==> src/rtl/adc_avg_pkg.sv <==
// Shared sequencer CSR encodings and sequencer state type for the ADC
// channel averager.
package adc_avg_pkg;

    localparam logic             SEQ_CMD_ADDR  = 1'b0;
    localparam int unsigned      SEQ_RUN_BIT   = 0;
    localparam logic [2:0]       SEQ_MODE_CONT = 3'b000;
    localparam logic [31:0]      SEQ_CMD_RUN   = 32'h0000_0001;
    localparam logic [31:0]      SEQ_CMD_STOP  = 32'h0000_0000;

    typedef enum logic [1:0] {
        SEQ_IDLE  = 2'd0,
        SEQ_START = 2'd1,
        SEQ_RUN   = 2'd2,
        SEQ_STOP  = 2'd3
    } seq_state_e;

endpackage

==> src/rtl/adc_channel_averager_if.sv <==
// Sequencer CSR port and single-sample response stream of the modular ADC IP.
interface adc_seq_csr_if;
    logic        seq_csr_address;
    logic        seq_csr_read;
    logic        seq_csr_write;
    logic [31:0] seq_csr_writedata;

    modport master (output seq_csr_address, seq_csr_read, seq_csr_write, seq_csr_writedata);
    modport slave  (input  seq_csr_address, seq_csr_read, seq_csr_write, seq_csr_writedata);
endinterface

interface adc_rsp_if #(
    parameter int unsigned DATA_W = 12
);
    logic              rsp_valid;
    logic [4:0]        rsp_channel;
    logic [DATA_W-1:0] rsp_data;
    logic              rsp_sop;
    logic              rsp_eop;

    modport master (output rsp_valid, rsp_channel, rsp_data, rsp_sop, rsp_eop);
    modport slave  (input  rsp_valid, rsp_channel, rsp_data, rsp_sop, rsp_eop);
endinterface

==> src/rtl/adc_avg_seq_ctrl.sv <==
// Four-state sequencer controller: issues the run/stop CSR writes and tells
// the datapath when averaging is active, when to flush and when it is idle.
module adc_avg_seq_ctrl
    import adc_avg_pkg::*;
(
    input  logic          clk_clk,
    input  logic          reset_reset_n,
    input  logic          enable,
    adc_seq_csr_if.master seq_csr,
    output logic          idle_o,
    output logic          run_o,
    output logic          stop_o
);

    seq_state_e  state_q;
    logic        write_q;
    logic [31:0] wdata_q;
    logic        idle_q;
    logic        run_q;
    logic        stop_q;

    always_ff @(posedge clk_clk or negedge reset_reset_n) begin
        if (!reset_reset_n) begin
            state_q <= SEQ_IDLE;
            write_q <= 1'b0;
            wdata_q <= SEQ_CMD_STOP;
            idle_q  <= 1'b1;
            run_q   <= 1'b0;
            stop_q  <= 1'b0;
        end else begin
            write_q <= 1'b0;
            stop_q  <= 1'b0;
            unique case (state_q)
                SEQ_IDLE: if (enable) begin
                    state_q <= SEQ_START;
                    write_q <= 1'b1;
                    wdata_q <= SEQ_CMD_RUN;
                    idle_q  <= 1'b0;
                end
                SEQ_START: begin
                    state_q <= SEQ_RUN;
                    run_q   <= 1'b1;
                end
                SEQ_RUN: if (!enable) begin
                    state_q <= SEQ_STOP;
                    write_q <= 1'b1;
                    wdata_q <= SEQ_CMD_STOP;
                    run_q   <= 1'b0;
                    stop_q  <= 1'b1;
                end
                SEQ_STOP: begin
                    state_q <= SEQ_IDLE;
                    idle_q  <= 1'b1;
                end
                default: state_q <= SEQ_IDLE;
            endcase
        end
    end

    assign seq_csr.seq_csr_address   = SEQ_CMD_ADDR;
    assign seq_csr.seq_csr_read      = 1'b0;
    assign seq_csr.seq_csr_write     = write_q;
    assign seq_csr.seq_csr_writedata = wdata_q;
    assign idle_o = idle_q;
    assign run_o  = run_q;
    assign stop_o = stop_q;

endmodule

==> src/rtl/adc_channel_averager.sv <==
// Per-channel 2^LOG2_AVG sample averager behind the ADC sequencer, with a
// readable result store, new-data flags and sticky overrun.
module adc_channel_averager
    import adc_avg_pkg::*;
#(
    parameter int unsigned  NUM_CH   = 8,
    parameter int unsigned  CH_BASE  = 1,
    parameter int unsigned  DATA_W   = 12,
    parameter int unsigned  LOG2_AVG = 4,
    localparam int unsigned SLOT_W   = (NUM_CH > 1) ? $clog2(NUM_CH) : 1
) (
    input  logic              clk_clk,
    input  logic              reset_reset_n,
    input  logic              enable,
    adc_seq_csr_if.master     seq_csr,
    adc_rsp_if.slave          rsp,
    input  logic [SLOT_W-1:0] rd_addr,
    input  logic              rd_strobe,
    output logic [DATA_W-1:0] rd_data,
    output logic [NUM_CH-1:0] new_data,
    output logic              avg_valid,
    output logic [SLOT_W-1:0] avg_slot,
    output logic [DATA_W-1:0] avg_data,
    output logic              overrun
);

    localparam int unsigned AW = DATA_W + LOG2_AVG;
    localparam int unsigned CW = (LOG2_AVG > 0) ? LOG2_AVG : 1;
    localparam logic [CW-1:0] CNT_LAST = CW'((1 << LOG2_AVG) - 1);

    logic idle, run, stop;

    adc_avg_seq_ctrl u_seq_ctrl (
        .clk_clk       (clk_clk),
        .reset_reset_n (reset_reset_n),
        .enable        (enable),
        .seq_csr       (seq_csr),
        .idle_o        (idle),
        .run_o         (run),
        .stop_o        (stop)
    );

    logic [AW-1:0]     acc_q [NUM_CH];
    logic [AW-1:0]     acc_d [NUM_CH];
    logic [CW-1:0]     cnt_q [NUM_CH];
    logic [CW-1:0]     cnt_d [NUM_CH];
    logic [DATA_W-1:0] res_q [NUM_CH];
    logic [DATA_W-1:0] res_d [NUM_CH];
    logic [NUM_CH-1:0] new_q, new_d;
    logic              ovr_q, ovr_d;
    logic              av_q, av_d;
    logic [SLOT_W-1:0] slot_q, slot_d;
    logic [DATA_W-1:0] adata_q, adata_d;
    logic [DATA_W-1:0] rd_q;

    logic [6:0]        rel;
    logic              hit;
    logic [SLOT_W-1:0] slot;
    logic [AW-1:0]     sum;
    logic              unused_framing;

    // sop/eop carry no information for single-sample packets
    assign unused_framing = rsp.rsp_sop ^ rsp.rsp_eop;

    assign rel  = {2'b00, rsp.rsp_channel} - 7'(CH_BASE);
    assign hit  = run && rsp.rsp_valid && ({2'b00, rsp.rsp_channel} >= 7'(CH_BASE))
                  && (rel < 7'(NUM_CH));
    assign slot = rel[SLOT_W-1:0];
    assign sum  = acc_q[slot] + AW'(rsp.rsp_data);

    always_comb begin
        for (int unsigned i = 0; i < NUM_CH; i++) begin
            acc_d[i] = stop ? '0 : acc_q[i];
            cnt_d[i] = stop ? '0 : cnt_q[i];
            res_d[i] = res_q[i];
        end
        new_d   = new_q;
        ovr_d   = ovr_q;
        av_d    = 1'b0;
        slot_d  = slot_q;
        adata_d = adata_q;

        if (rd_strobe) new_d[rd_addr] = 1'b0;
        if (idle && enable) ovr_d = 1'b0;

        // a completion is applied after the strobe clear so the set wins
        if (hit) begin
            if (cnt_q[slot] == CNT_LAST) begin
                res_d[slot]  = sum[AW-1:LOG2_AVG];
                adata_d      = sum[AW-1:LOG2_AVG];
                slot_d       = slot;
                av_d         = 1'b1;
                acc_d[slot]  = '0;
                cnt_d[slot]  = '0;
                new_d[slot]  = 1'b1;
                if (new_q[slot]) ovr_d = 1'b1;
            end else begin
                acc_d[slot] = sum;
                cnt_d[slot] = cnt_q[slot] + CW'(1);
            end
        end
    end

    always_ff @(posedge clk_clk or negedge reset_reset_n) begin
        if (!reset_reset_n) begin
            for (int unsigned i = 0; i < NUM_CH; i++) begin
                acc_q[i] <= '0;
                cnt_q[i] <= '0;
                res_q[i] <= '0;
            end
            new_q   <= '0;
            ovr_q   <= 1'b0;
            av_q    <= 1'b0;
            slot_q  <= '0;
            adata_q <= '0;
            rd_q    <= '0;
        end else begin
            for (int unsigned i = 0; i < NUM_CH; i++) begin
                acc_q[i] <= acc_d[i];
                cnt_q[i] <= cnt_d[i];
                res_q[i] <= res_d[i];
            end
            new_q   <= new_d;
            ovr_q   <= ovr_d;
            av_q    <= av_d;
            slot_q  <= slot_d;
            adata_q <= adata_d;
            rd_q    <= res_q[rd_addr];
        end
    end

    assign rd_data   = rd_q;
    assign new_data  = new_q;
    assign avg_valid = av_q;
    assign avg_slot  = slot_q;
    assign avg_data  = adata_q;
    assign overrun   = ovr_q;

endmodule

==> src/flat_wrapper.sv <==
// flat-port wrapper written by rule: the top's interface ports become plain ports
module adc_channel_averager_flat import adc_avg_pkg::*;
#(
    parameter int unsigned  NUM_CH   = 8,
    parameter int unsigned  CH_BASE  = 1,
    parameter int unsigned  DATA_W   = 12,
    parameter int unsigned  LOG2_AVG = 4,
    localparam int unsigned SLOT_W   = (NUM_CH > 1) ? $clog2(NUM_CH) : 1
)
  (clk_clk, reset_reset_n, enable, rd_addr, rd_strobe, rd_data, new_data, avg_valid, avg_slot, avg_data, overrun, seq_csr_seq_csr_address, seq_csr_seq_csr_read, seq_csr_seq_csr_write, seq_csr_seq_csr_writedata, rsp_rsp_valid, rsp_rsp_channel, rsp_rsp_data, rsp_rsp_sop, rsp_rsp_eop);
  adc_seq_csr_if seq_csr_i ();
  adc_rsp_if #(.DATA_W(DATA_W)) rsp_i ();
  input  logic clk_clk;
  input  logic reset_reset_n;
  input  logic enable;
  input  logic [SLOT_W-1:0] rd_addr;
  input  logic rd_strobe;
  output logic [DATA_W-1:0] rd_data;
  output logic [NUM_CH-1:0] new_data;
  output logic avg_valid;
  output logic [SLOT_W-1:0] avg_slot;
  output logic [DATA_W-1:0] avg_data;
  output logic overrun;
  output wire logic [$bits(seq_csr_i.seq_csr_address)-1:0] seq_csr_seq_csr_address;
  output wire logic [$bits(seq_csr_i.seq_csr_read)-1:0] seq_csr_seq_csr_read;
  output wire logic [$bits(seq_csr_i.seq_csr_write)-1:0] seq_csr_seq_csr_write;
  output wire logic [$bits(seq_csr_i.seq_csr_writedata)-1:0] seq_csr_seq_csr_writedata;
  input wire logic [$bits(rsp_i.rsp_valid)-1:0] rsp_rsp_valid;
  input wire logic [$bits(rsp_i.rsp_channel)-1:0] rsp_rsp_channel;
  input wire logic [$bits(rsp_i.rsp_data)-1:0] rsp_rsp_data;
  input wire logic [$bits(rsp_i.rsp_sop)-1:0] rsp_rsp_sop;
  input wire logic [$bits(rsp_i.rsp_eop)-1:0] rsp_rsp_eop;
  assign seq_csr_seq_csr_address = seq_csr_i.seq_csr_address;
  assign seq_csr_seq_csr_read = seq_csr_i.seq_csr_read;
  assign seq_csr_seq_csr_write = seq_csr_i.seq_csr_write;
  assign seq_csr_seq_csr_writedata = seq_csr_i.seq_csr_writedata;
  assign rsp_i.rsp_valid = rsp_rsp_valid;
  assign rsp_i.rsp_channel = rsp_rsp_channel;
  assign rsp_i.rsp_data = rsp_rsp_data;
  assign rsp_i.rsp_sop = rsp_rsp_sop;
  assign rsp_i.rsp_eop = rsp_rsp_eop;
  adc_channel_averager #(.NUM_CH(NUM_CH), .CH_BASE(CH_BASE), .DATA_W(DATA_W), .LOG2_AVG(LOG2_AVG)) u_core (.clk_clk(clk_clk), .reset_reset_n(reset_reset_n), .enable(enable), .seq_csr(seq_csr_i), .rsp(rsp_i), .rd_addr(rd_addr), .rd_strobe(rd_strobe), .rd_data(rd_data), .new_data(new_data), .avg_valid(avg_valid), .avg_slot(avg_slot), .avg_data(avg_data), .overrun(overrun));
endmodule
==> config.mk <==
export PLATFORM = sky130hd
export DESIGN_NAME = adc_channel_averager_flat
export DESIGN_NICKNAME = d
export VERILOG_FILES = /design/src/rtl/adc_avg_pkg.sv /design/src/rtl/adc_channel_averager_if.sv /design/src/rtl/adc_avg_seq_ctrl.sv /design/src/rtl/adc_channel_averager.sv /design/src/flat_wrapper.sv
export SDC_FILE = /design/constraint.sdc
export NUM_CORES = 1
export LEC_CHECK = 0
export CAP_MARGIN = 20
export CORE_MARGIN = 3
export CORE_UTILIZATION = 60
export CTS_BUF_LIST = sky130_fd_sc_hd__clkbuf_8
export CTS_CLUSTER_SIZE = 25
export DETAILED_ROUTE_END_ITERATION = 8
export PLACE_DENSITY = 0.79
export RECOVER_POWER = 100
export SLEW_MARGIN = 40
export SYNTH_ARGS = -nofsm -noshare
export SYNTH_HDL_FRONTEND = slang
export SYNTH_HIERARCHICAL = 1
export SYNTH_SLANG_ARGS = --single-unit
==> constraint.sdc <==
create_clock -name clk_clk -period 3.65 [get_ports clk_clk]
set_input_delay 0.365 -clock clk_clk [delete_from_list [all_inputs] [get_ports clk_clk]]
set_output_delay 0.365 -clock clk_clk [all_outputs]
set_load 0.1 [all_outputs]
==> run_results.csv <==
group,metric,value,unit
run_status,status,"complete, but fails checks",
hold_path,whs_endpoint,"u_core/new_data[6]",
die,fp.dieW,161.9,µm
synthesis,ys_ff_latch,300,
power,sw_frac_of_total,0.3010,
cts,clk_pin_slew,60,ps
routing,wl,37420,µm
synthesis,avgSynthCellArea,10.61,µm²
critical_path,r2r_end,"u_core/res_q[58]",
power,p_int,0.005695,W
cts,cts_buffers,47,
flow_run,maxCapViolCount,2,
cts,clock-sinks,300,
timing,post-route-min-period,3531,ps
routing,vias,11276,
synthesis,synth_ff_type,"dfrtp_1",
placement,hpwl,23920,µm
cells_and_area,area_growth,17.16,%
synthesis,synth_top_family_by_area,"simple AND/OR/NAND/NOR gates",
routing,drc_errors,0,
timing,maxSlewHeadroom,-0.2284,
synthesis,ys_types,67,
global_route,antenna_found_initial,0,
routing,viasPerCell,6.053,
cells_and_area,final_nets,1557,
critical_path,path_class,"input pin to flip-flop",
timing,setup_viol,0,
routing,drtIter0Drc,1044,
timing,hold_violations,0,
cells_and_area,drive_gt1_frac,0.1982,
timing,fin_skew,28.01,ps
timing,period_share,0.9673,
routing,wire_per_inst,20.08,µm
die,placementRows,56,
global_route,grt_start_max_net_pins,161,
power,power.density,476.8,nW/µm²
critical_path,r2r_slack,460,ps
cts,cts_tree,"built",
cts,insertion_delay,570,ps
cells_and_area,layout_common_cells,"298 x dfrtp_1, 262 x o21ai_0, 168 x nand2_1",
synthesis,synth_xor_area_frac,0.01064,
hold_path,hp-start,"rd_addr[1]",
synthesis,synth_edf_count,0,
die,ios,99,
critical_path,critPathLaunchType,"input pin",
global_route,grt_pass1_wl,59910,µm
routing,firstDrtPassIters,6,
timing,final.setup.tns,0,ps
synthesis,synthAdderAreaFrac,0.01853,
synthesis,synth-simple-area-share,0.1639,
global_route,grt_overflow,0,
placement,pre_cts_slack,-603.6,ps
timing,worst_pin_slew,1843,ps
synthesis,synth_mux_area_frac,0.09737,
power,p_seq_frac,0.442,
placement,place_congestion,0.8886,
critical_path,cp-end-kind,"flip-flop",
critical_path,r2r_start,"u_core/acc_q[39]",
cells_and_area,multi_input_area,6604,µm²
power,ir_drop,352.7,µV
global_route,grt.total_usage,0.2864,
placement,io_buffer_count,63,
synthesis,synth_compound_area_frac,0.1416,
cells_and_area,num-fill-cells,1748,
cts,clockBufferDepth,3,
timing,slew_viol_final,60,
critical_path,required,4090,ps
synthesis,ys_async_sr_fraction,1.000,
hold_path,hold_path_class,"input pin to flip-flop",
hold_path,holdPathStages,4,
critical_path,reg2reg_depth,14,
timing,fin_ws,119.4,ps
synthesis,synth_cells,1374,
timing,whs,339.0,ps
power,clkPwrFrac,0.347,
die,initial_core_util,0.6158,
cells_and_area,final_common_cell,"dfrtp_1",
power,p_switching,0.002453,W
critical_path,cp_data_arrival_time,3970,ps
synthesis,syn_area,14580,µm²
cells_and_area,regArea,7510,µm²
routing,detail-route-antenna-nets,0,
die,coreArea,23680,µm²
global_route,first_global_vias,11408,
critical_path,path_max_fanout,10,
cts,cts-root-buf,"clkbuf_8",
die,dieArea,26210,µm²
synthesis,synth_seq_area_share,0.5148,
power,leakagePower,7.686,nW
die,fp.dieH,161.9,µm
power,power.share.combinational,0.210,
cells_and_area,diodes,0,
timing,fmax,283.2,MHz
cts,h-tree-depth,2,
run_status,violations,"capacitance limit, slew limit",
synthesis,ys_warn_count,6,
timing,grt_setup_unrepaired,"false",
==> Yosys cell counts (2+ instances only) <==
| library cell | n | share of area |
|---|---|---|
| a211oi_1 | 3 | 0.0015 |
| a21o_1 | 3 | 0.0015 |
| a21oi_1 | 22 | 0.0076 |
| a221oi_1 | 8 | 0.0048 |
| a22oi_1 | 4 | 0.0021 |
| a311oi_1 | 2 | 0.0012 |
| a31oi_1 | 10 | 0.0043 |
| and2_0 | 2 | 0.00086 |
| and3_1 | 7 | 0.0030 |
| buf_1 | 12 | 0.0031 |
| buf_2 | 14 | 0.0048 |
| buf_4 | 33 | 0.017 |
| buf_6 | 6 | 0.0046 |
| clkbuf_1 | 78 | 0.020 |
| clkbuf_2 | 2 | 0.00069 |
| dfrtp_1 | 299 | 0.51 |
| ha_1 | 20 | 0.017 |
| inv_1 | 9 | 0.0023 |
| mux2_2 | 27 | 0.021 |
| mux2i_1 | 13 | 0.0089 |
| mux4_1 | 4 | 0.0072 |
| mux4_2 | 38 | 0.059 |
| nand2_1 | 168 | 0.043 |
| nand2b_1 | 28 | 0.012 |
| nand3_1 | 25 | 0.0086 |
| nand3b_1 | 160 | 0.082 |
| nand4_1 | 3 | 0.0013 |
| nor2_1 | 13 | 0.0033 |
| nor2b_1 | 3 | 0.0013 |
| nor3_1 | 3 | 0.0010 |
| o211ai_1 | 3 | 0.0015 |
| o21a_1 | 2 | 0.0010 |
| o21ai_0 | 262 | 0.090 |
| o21ai_1 | 15 | 0.0051 |
| o21ai_2 | 10 | 0.0060 |
| o221ai_1 | 2 | 0.0012 |
| o22ai_1 | 4 | 0.0017 |
| o31ai_1 | 10 | 0.0051 |
| or2_2 | 4 | 0.0017 |
| or3_1 | 2 | 0.00086 |
| or4b_1 | 2 | 0.0014 |
| xnor2_1 | 8 | 0.0048 |
| xor2_1 | 6 | 0.0036 |
| xor2_2 | 2 | 0.0022 |
==> registers in the layout (all words and copies together), names as in the netlist, 2 cells and up <==
register and flops:
u_core/acc_q 128, u_core/avg_slot 3, u_core/rd_data 12, u_core/avg_data 12, u_core/cnt_q 32, u_core/u_seq_ctrl/state_q 2
u_core/res_q 96, u_core/new_data 8
==> cells by family (layout without fill, tap and decap cells) <==
group | Yosys count | after routing
simple gates | 426 | 426
buf+inv | 155 | 293
xor+xnor | 16 | 16
flops | 300 | 300
mux | 84 | 84
compound gates | 371 | 371
other cells | 1 | 33
fa+ha+maj | 21 | 21
==> worst max path at each step <==
stage	start	end	slack, ps	cells past startpoint
6_report	rsp_rsp_channel[2]	u_core/res_q[58]	120	19
4_1_cts	rsp_rsp_channel[1]	u_core/res_q[58]	10	19
3_5_place_dp	rsp_rsp_channel[1]	u_core/res_q[23]	-600	18
3_3_place_gp	rsp_rsp_channel[1]	u_core/avg_data[11]	-790	17
2_1_floorplan	rsp_rsp_channel[0]	u_core/res_q[10]	-340	21
5_1_grt	rsp_rsp_channel[2]	u_core/res_q[10]	30	18
==> cell type report <==
cell class                      instances  area share
Clock buffer                           59     0.04752
Timing Repair Buffer                  199     0.09205
Multi-Input combinational cell        951      0.3865
Tap cell                              319     0.02336
Sequential cell                       300      0.4395
Clock inverter                         25    0.008421
Inverter                               10    0.002636
==> what timing repair did <==
item | CTS | global route
buffers inserted | 0 | 8
cloned | 0 | 2
gates resized for setup | 0 | 6
pin swaps | 1 | 2
hold endpoints to repair | 104 | 0
hold buffers | 1 | 0
setup endpoints to repair | 3 | 117
==> critical path, stage by stage <==
cell	delay, ps
clkdlybuf4s50_1	460
buf_4	210
xor2_4	200
buf_12	160
buf_4	110
nand2_1	50
a31oi_1	210
a211oi_2	120
buf_4	160
fa_2	350
nand2b_4	150
a21oi_1	200
a211oi_2	80
o221a_2	300
a311oi_2	260
xor2_2	230
buf_4	150
buf_6	100
o21ai_0	100
==> stage by stage <==
| step | util | power, W | cells | instance area (µm²) |
|---|---|---|---|---|
| after CTS | 0.7230 | 0.008208 | 1852 | 17120 |
| after detailed placement | 0.6822 | 0.005371 | 1767 | 16160 |
| after global placement | 0.6899 | 0.005350 | 1767 | 16340 |
| final | 0.7215 | 0.008148 | 1863 | 17090 |
| after floorplan | - | 0.004844 | 1406 | 14990 |
| after global routing | 0.7215 | 0.008504 | 1863 | 17090 |
==> routing by layer <==
layer | up-vias | share of wire | global-route usage
met5 | - | 0 | 0
met1 | 5586 | 0.41 | 0.3848
met3 | 94 | 0.070 | 0.04948
li1 | 5125 | - | -
met2 | 471 | 0.49 | 0.4731
met4 | 0 | 0.027 | 0.1086
==> power groups by stage <==
| stage | clock network (W) | registers [W] | logic [W] |
|---|---|---|---|
| 2_1_floorplan | 0 | 0.00371 | 0.00113 |
| 3_3_place_gp | 0 | 0.00366 | 0.00169 |
| 3_5_place_dp | 0 | 0.00366 | 0.00171 |
| 4_1_cts | 0.00289 | 0.00360 | 0.00172 |
| 5_1_grt | 0.00303 | 0.00362 | 0.00185 |
| 6_report | 0.00283 | 0.00360 | 0.00171 |
Note: power is estimated with default switching activity, not from simulation.
